## config.mk

```make
export PLATFORM = sky130hd
export DESIGN_NAME = seq_tx
export DESIGN_NICKNAME = d
export VERILOG_FILES = /design/src/rtl/seq_tx.sv
export SDC_FILE = /design/constraint.sdc
export NUM_CORES = 1
export LEC_CHECK = 0
export BUFFER_PORTS_ARGS = -buffer_cell sky130_fd_sc_hd__buf_2
export CORE_MARGIN = 3
export CORE_UTILIZATION = 30
export DETAILED_ROUTE_END_ITERATION = 10
export PLACE_DENSITY = 0.45
export SLEW_MARGIN = 0
export SYNTH_ARGS = -nofsm -noshare
export SYNTH_HDL_FRONTEND = slang
export SYNTH_SLANG_ARGS = --single-unit
export TNS_END_PERCENT = 50
```

## constraint.sdc

```tcl
create_clock -name clk -period 2.6 [get_ports clk]
set_input_delay 0.26 -clock clk [delete_from_list [all_inputs] [get_ports clk]]
set_output_delay 0.26 -clock clk [all_outputs]
set_load 0.02 [all_outputs]
```

## src/rtl/seq_tx.sv

```systemverilog
// seq_tx: serial pattern transmitter that shifts a 1..WIDTH bit word out on w, one bit per clk.
// Define SEQ_TX_LSB_FIRST_EN to send data_in[0] first instead of data_in[len-1].
module seq_tx #(
    parameter int WIDTH = 8,
    parameter int CW    = $clog2(WIDTH + 1)
) (
    input  logic             clk,
    input  logic             reset,
    input  logic [WIDTH-1:0] data_in,
    input  logic [CW-1:0]    len,
    input  logic             load_valid,
    output logic             load_ready,
    output logic             w,
    output logic             busy,
    output logic             done
);

    typedef enum logic {IDLE, SHIFT} state_t;

    state_t           state, next_state;
    logic [CW-1:0]    count, next_count, eff_len;
    logic [WIDTH-1:0] shreg, next_shreg, load_rest, shift_rest;
    logic             load_first, shift_bit, accept;
    logic             next_w, next_busy, next_done;

    // A zero or oversized length means a full-width word.
    always_comb begin
        eff_len = len;
        if (len == '0 || len > CW'(WIDTH))
            eff_len = CW'(WIDTH);
    end

`ifdef SEQ_TX_LSB_FIRST_EN
    // LSB first: bits above the field are never reached because the counter stops first.
    always_comb begin
        load_first = data_in[0];
        load_rest  = data_in >> 1;
        shift_bit  = shreg[0];
        shift_rest = shreg >> 1;
    end
`else
    // MSB first: left-align the field so the next bit to send is always shreg[WIDTH-1].
    logic [WIDTH-1:0] aligned;

    always_comb begin
        aligned    = data_in << (CW'(WIDTH) - eff_len);
        load_first = aligned[WIDTH-1];
        load_rest  = aligned << 1;
        shift_bit  = shreg[WIDTH-1];
        shift_rest = shreg << 1;
    end
`endif

    // Ready while idle, and during the last bit so back-to-back words leave no gap.
    assign load_ready = (state == IDLE) || (count == CW'(1));
    assign accept     = load_valid && load_ready;

    always_comb begin
        next_state = state;
        next_count = count;
        next_shreg = shreg;
        next_w     = 1'b0;
        next_busy  = 1'b0;
        next_done  = 1'b0;
        case (state)
            IDLE: ;
            SHIFT: begin
                if (count == CW'(1)) begin
                    next_done  = 1'b1;
                    next_state = IDLE;
                    next_count = '0;
                    next_shreg = '0;
                end else begin
                    next_w     = shift_bit;
                    next_shreg = shift_rest;
                    next_count = count - CW'(1);
                    next_busy  = 1'b1;
                end
            end
            default: next_state = IDLE;
        endcase
        // A new word overrides the return to idle but keeps the done pulse.
        if (accept) begin
            next_state = SHIFT;
            next_count = eff_len;
            next_w     = load_first;
            next_shreg = load_rest;
            next_busy  = 1'b1;
        end
    end

    always_ff @(posedge clk or posedge reset) begin
        if (reset) begin
            state <= IDLE;
            count <= '0;
            shreg <= '0;
            w     <= 1'b0;
            busy  <= 1'b0;
            done  <= 1'b0;
        end else begin
            state <= next_state;
            count <= next_count;
            shreg <= next_shreg;
            w     <= next_w;
            busy  <= next_busy;
            done  <= next_done;
        end
    end

endmodule

```

Yosys cells after proc, flatten, opt, wreduce, memory -nomap -nowiden
Cells that the tools add are included.
{ "totals": {"register_bits": 15, "in_bits": 15, "out_inout_bits": 4, "elab_cells": 31} }
{ "op_classes": {"addsub": 2, "n_lt_le_gt_ge": 1, "eq_ne": 1, "n_shift": 1, "muxes": 15, "bitwise_logic": 1, "n_reduce_logical": 5} }
{ "op_table": {"columns": ["operator", "n"], "rows": [
  ["8-bit two-way mux", 3],
  ["4-bit two-way mux", 4],
  ["1-bit two-way mux", 8],
  ["8-bit by 4-bit << shifter with 8-bit output", 1],
  ["4-bit by 1-bit == test with 1-bit output (second input constant)", 1],
  ["4-bit > comparator (second input constant)", 1],
  ["4-bit zero test", 1],
  ["4-bit by 1-bit subtractor with 4-bit output (second input constant)", 1],
  ["4-bit subtractor (first input constant)", 1],
  ["1-bit logical OR", 2],
  ["2-bit nonzero test", 1],
  ["1-bit logical AND", 1],
  ["1-bit inverter", 1]
]} }

Logic depth before layout (Yosys ltp)
{ "logic_depth": {"depth_word": 6, "mapped_depth": 10, "ltp_nobuf": 8} }

Least setup slack after synthesis
No wires, ideal clock.
{ "synth_timing": {"kind": "input -> register", "from": "in len[0]", "to": "reg shreg[6]", "setup_ps": 124, "arrival_time_ps": 1950, "required_time_ps": 2476, "setup_slack_ps": 526, "path_stages": 10, "n_path_buf": 2, "path_cell_list": "nor2b_1 buf_6 inv_1 ha_1 buf_6 xnor2_1 mux2_4 a221oi_2 nor2_1 o31a_1"} }
{ "synth_via": {"elab_chain_cells": 6, "elab_cells_between_ends": 7, "classes_between": "add/sub (1); order compare (1); shift (1); mux (2); reduce/logical (2)"} }
{ "synth_lines": {"columns": ["item", "line", "text"], "rows": [
  ["from (decl)", "10", "input logic [CW-1:0] len,"],
  ["4-bit > comparator or 4-bit zero test (tied branches)", "29", "if (len == '0 || len > CW'(WIDTH))"],
  ["1-bit logical OR", "29", null],
  ["4-bit two-way mux (*)", "29", null],
  ["4-bit subtractor (*)", "46", "aligned = data_in << (CW'(WIDTH) - eff_len);"],
  ["8-bit by 4-bit << shifter with 8-bit output (*)", "46", null],
  ["8-bit two-way mux (*)", "83", "if (accept) begin"],
  ["to (signal assigned)", "103", "shreg <= next_shreg;"],
  ["to (decl)", "22", "logic [WIDTH-1:0] shreg, next_shreg, load_rest, shift_rest;"]
]} }
Mark *: on every way between the ends. The rest lies on a longest branch, timed or not.
A chain may end at the register's enable or synchronous reset.

Worst setup path in the final report
{ "layout_timing": {"from": "reg count[0]", "to": "out load_ready"} }
{ "layout_via": {"elab_chain_cells": 2} }
{ "layout_lines": {"columns": ["item", "line", "text"], "rows": [
  ["from (decl)", "21", "logic [CW-1:0] count, next_count, eff_len;"],
  ["from (signal assigned)", "102", "count <= next_count;"],
  ["4-bit by 1-bit == test with 1-bit output", "55", "assign load_ready = (state == IDLE) || (count == CW'(1));"],
  ["1-bit logical OR", "55", null],
  ["to (decl)", "12", "output logic load_ready,"]
]} }
Every way passes these cells.

==> impl_results.html <==
<table>
<tr><th>Metric</th><th>Value</th></tr>
<tr><th colspan="2">Setup path</th></tr>
<tr><td>Maximum fanout along the worst path</td><td>9</td></tr>
<tr><td>Worst setup EP type</td><td>output pin</td></tr>
<tr><td>CP required</td><td>around 2.3 ns</td></tr>
<tr><td>Data arrival at the endpoint of the critical path</td><td>between 1.5 and 2 ns</td></tr>
<tr><td>WS Path Type</td><td>flop to output pin</td></tr>
<tr><td>Startpoint type of the worst setup path</td><td>flop</td></tr>
<tr><th colspan="2">Routing</th></tr>
<tr><td>Drt via density</td><td>4.853</td></tr>
<tr><td>Total iterations of the first detailed-routing run</td><td>4</td></tr>
<tr><td>Final routed DRC violation total</td><td>0</td></tr>
<tr><td>WL/cell</td><td>roughly 14 um</td></tr>
<tr><td>Via total after detailed routing</td><td>825</td></tr>
<tr><td>Starting DRT DRC Count</td><td>21</td></tr>
<tr><td>Number of nets with antenna violations after detailed routing</td><td>0</td></tr>
<tr><td>Sum of routed wire length over all layers</td><td>about 2300 um</td></tr>
<tr><th colspan="2">Synth</th></tr>
<tr><td>Top cell type's share of synthesized area</td><td>35.53%</td></tr>
<tr><td>Number of instances in the synthesized netlist</td><td>107</td></tr>
<tr><td>Number of distinct standard cells referenced by the synthesized netlist</td><td>39</td></tr>
<tr><td>Top_reg_cell synth</td><td>dfrtp_1</td></tr>
<tr><td>Register area share after synthesis</td><td>between 30% and 40%</td></tr>
<tr><td>Average cell area after synthesis</td><td>around 9.2 um^2</td></tr>
<tr><td>Flop and latch count out of synthesis</td><td>14</td></tr>
<tr><td>EDFF count, synth</td><td>0</td></tr>
<tr><td>Yosys synthesis warning count</td><td>0</td></tr>
<tr><td>Async set-reset flop share out of synthesis</td><td>between 90% and 100%</td></tr>
<tr><td>Dominant cells by area after synthesis</td><td>dfrtp_1 36%, mux2i_1 7.1%, nand2_1 4.6%</td></tr>
<tr><td>Cell accounting for the most synthesized area</td><td>dfrtp_1</td></tr>
<tr><td>Netlist area before placement</td><td>985.9 um^2</td></tr>
<tr><td>Syn_nets</td><td>about 130</td></tr>
<tr><th colspan="2">Timing</th></tr>
<tr><td>Post-route fraction of the period consumed by the critical path</td><td>a little over four fifths</td></tr>
<tr><td>Unrepaired setup endpoints after global routing</td><td>no</td></tr>
<tr><td>Headroom to the max-slew limit</td><td>approximately three fifths</td></tr>
<tr><td>Post-Route Setup TNS</td><td>0 ns</td></tr>
<tr><td>Endpoints failing hold</td><td>0</td></tr>
<tr><td>Least-Margin Pin Slew</td><td>0.5927 ns</td></tr>
<tr><td>Number of pins exceeding their max-slew limit in the final report</td><td>0</td></tr>
<tr><td># setup viols final</td><td>0</td></tr>
<tr><td>Clk_skew</td><td>0.004209 ns</td></tr>
<tr><td>Post-layout minimum cycle time</td><td>around 2.2 ns</td></tr>
<tr><td>Max Clock Freq</td><td>0.4528 GHz</td></tr>
<tr><th colspan="2">Status</th></tr>
<tr><td>Result of the run</td><td>finished, final reports clean</td></tr>
<tr><th colspan="2">Global routing</th></tr>
<tr><td>Total GRT Usage</td><td>13.00%</td></tr>
<tr><td>Initial antenna violation count</td><td>0</td></tr>
<tr><td>Vias in the first global route</td><td>around 840</td></tr>
<tr><td>First-pass GRT wire length</td><td>4126 um</td></tr>
<tr><td>Largest net degree at the start of global routing</td><td>15</td></tr>
<tr><td>Grt total ovfl</td><td>0</td></tr>
<tr><th colspan="2">CTS</th></tr>
<tr><td>H-tree levels</td><td>1</td></tr>
<tr><td>CTS Hold Buffers Added</td><td>0</td></tr>
<tr><td>Post_cts resized</td><td>0</td></tr>
<tr><td>TritonCTS Sinks</td><td>14</td></tr>
<tr><td>Worst-Skew Late Latency</td><td>about 0.27 ns</td></tr>
<tr><td>CTS root buffer</td><td>clkbuf_4</td></tr>
<tr><td>Number of CTS-inserted buffers</td><td>3</td></tr>
<tr><td>Clock transition time at the flip-flop clock pins of the worst setup and hold paths</td><td>around 0.080 ns</td></tr>
<tr><td>Setup bufs post-CTS</td><td>0</td></tr>
<tr><td>CTS tree</td><td>built</td></tr>
<tr><td>Clock Tree Buf Depth</td><td>2</td></tr>
<tr><th colspan="2">Die</th></tr>
<tr><td>CORE AREA</td><td>a little over 3000 um^2</td></tr>
<tr><td>Y dimension of the die</td><td>approximately 63 um</td></tr>
<tr><td>Effective utilization at floorplan</td><td>about a third</td></tr>
<tr><td>Site Rows</td><td>20</td></tr>
<tr><td>Floorplan die width</td><td>between 60 and 70 um</td></tr>
<tr><td>Area of the die</td><td>4010 um^2</td></tr>
<tr><td>Top-level I/O count</td><td>19</td></tr>
<tr><th colspan="2">Power</th></tr>
<tr><td>Maximum VDD drop</td><td>0.0002418 V</td></tr>
<tr><td>Leak pwr</td><td>between 0.5 and 0.6 nW</td></tr>
<tr><td>Power per cell area</td><td>820.0 nW/um^2</td></tr>
<tr><td>Final Power</td><td>0.0009326 W</td></tr>
<tr><th colspan="2">Cells and area</th></tr>
<tr><td>Area used by multi-input combinational logic</td><td>around 570 um^2</td></tr>
<tr><td>Layout Nets</td><td>around 150</td></tr>
<tr><td>Cell Count, Final, Fillers Out</td><td>170</td></tr>
<tr><td>Filler Cell Count</td><td>349</td></tr>
<tr><td>Storage cell area</td><td>approximately 350 um^2</td></tr>
<tr><td>Fraction of layout instances using a drive strength above 1</td><td>23.81%</td></tr>
<tr><td>Synth-to-layout area growth</td><td>15.36%</td></tr>
<tr><td>Ant. Diodes</td><td>0</td></tr>
<tr><th colspan="2">Worst hold path</th></tr>
<tr><td>Class of the worst hold path</td><td>primary input to asynchronous set/reset pin</td></tr>
<tr><th colspan="2">Placement</th></tr>
<tr><td>Number of cells after detailed placement</td><td>167</td></tr>
<tr><td>Final weighted congestion of routability-driven global placement</td><td>between 0.7 and 0.8</td></tr>
<tr><td>Port buffer count</td><td>18</td></tr>
<tr><td>Total half-perimeter wirelength after legalization and detailed placement</td><td>1857 um</td></tr>
<tr><th colspan="2">Flow run</th></tr>
<tr><td>Max-capacitance violation count</td><td>0</td></tr>
</table>
placed cells by master (no fill, tap or decap), drive strengths merged, types with 2 or more instances in the layout:
cell type / synthesis / layout
a21oi: 4 / 4
a22oi: 3 / 3
buf: 3 / 20
clkbuf: 1 / 3
dfrtp: 14 / 14
ha: 3 / 3
inv: 10 / 10
mux2i: 7 / 7
nand2: 12 / 12
nand2b: 4 / 4
nor2: 9 / 9
nor2b: 3 / 3
nor3: 2 / 2
o211ai: 2 / 2
o21ai: 8 / 8
o221ai: 2 / 2
o22ai: 2 / 2
cell type report:
class | instances | area share [%]
clock buffer | 3 | 1.980
inverter | 10 | 3.300
multi-input combinational | 79 | 49.84
sequential | 14 | 30.80
tap | 44 | 4.840
timing repair buffer | 20 | 9.241
stage by stage:
step	worst slack [ns]	hold WS, ns	cell area [um^2]	utilization (%)
final	0.3916	0.03058	1137	36.65
after global routing	0.2166	0.07640	1137	36.65
after CTS	0.3802	0.04868	1137	36.65
after detailed placement	0.4362	0.3534	1115	35.93
after global placement	0.4930	0.3492	1115	35.93
after floorplan	0.5258	0.1492	985.9	-
per-layer routing:
layer	wire length (um)	share of wire (%)	global-route usage [%]	up-vias
met5	0	0	0	-
li1	-	-	-	427
met1	1169	50	18.10	372
met3	111	4.8	2.317	2
met2	1025	44	20.34	24
met4	27	1.2	4.043	0
power by group:
group | total (W) | switching [W] | internal (W)
Combinational | 0.000455 | 0.000259 | 0.000196
Clock | 0.000120 | 0.0000661 | 0.0000535
Sequential | 0.000358 | 0.0000587 | 0.000300
Total | 0.000933 | 0.000384 | 0.000549
Yosys cell counts, drive strengths merged, types with 2 or more instances:
| cell | count |
|---|---|
| inv | 10 |
| nand2b | 4 |
| o21ai | 8 |
| buf | 3 |
| mux2i | 7 |
| nand2 | 12 |
| nor3 | 2 |
| o22ai | 2 |
| nor2b | 3 |
| dfrtp | 14 |
| a22oi | 3 |
| ha | 3 |
| o221ai | 2 |
| o211ai | 2 |
| a21oi | 4 |
| nor2 | 9 |
path summary, 6_finish.rpt:
path / from / endpoint / slack, ns / depth (start not counted)
setup reg to reg: count[0]$_DFFE_PP0P_ / shreg[4]$_DFFE_PP0P_ / 0.72 / 6
min in group clk: load_valid / state$_DFF_PP0_ / 0.27 / 3
max in group asynchronous: reset / shreg[7]$_DFFE_PP0P_ / 2.20 / 2
hold / removal: reset / count[3]$_DFFE_PP0P_ / 0.03 / 2
setup / recovery: count[0]$_DFFE_PP0P_ / load_ready / 0.39 / 5
hold reg to reg: shreg[2]$_DFFE_PP0P_ / shreg[2]$_DFFE_PP0P_ / 0.50 / 1
sequential cells by signal, indices dropped and copies added, names as in the netlist:
name and count:
count 4, done 1, shreg 7, w 1, state 1
critical path: stages, from the launching register on:
cell and delay [ns]:
dfrtp_1 0.42, ha_1 0.23, nor3b_1 0.15, nor2_1 0.46
inv_1 0.19, buf_2 0.21
logic make-up (layout without fill, tap and decap cells):
group                    count (synthesis)  after routing  synth area share, %
adder cells (fa/ha/maj)                  3              3                3.808
XOR/XNOR                                 2              2                1.777
buffers and inverters                   14             33                6.979
AND/OR/NAND/NOR                         34             34                16.75
flip-flops                              14             14                35.53
AO/OA/AOI/OAI                           31             31                24.24
multiplexers                             9              9                10.91
Power figures use the tool's default switching activity.
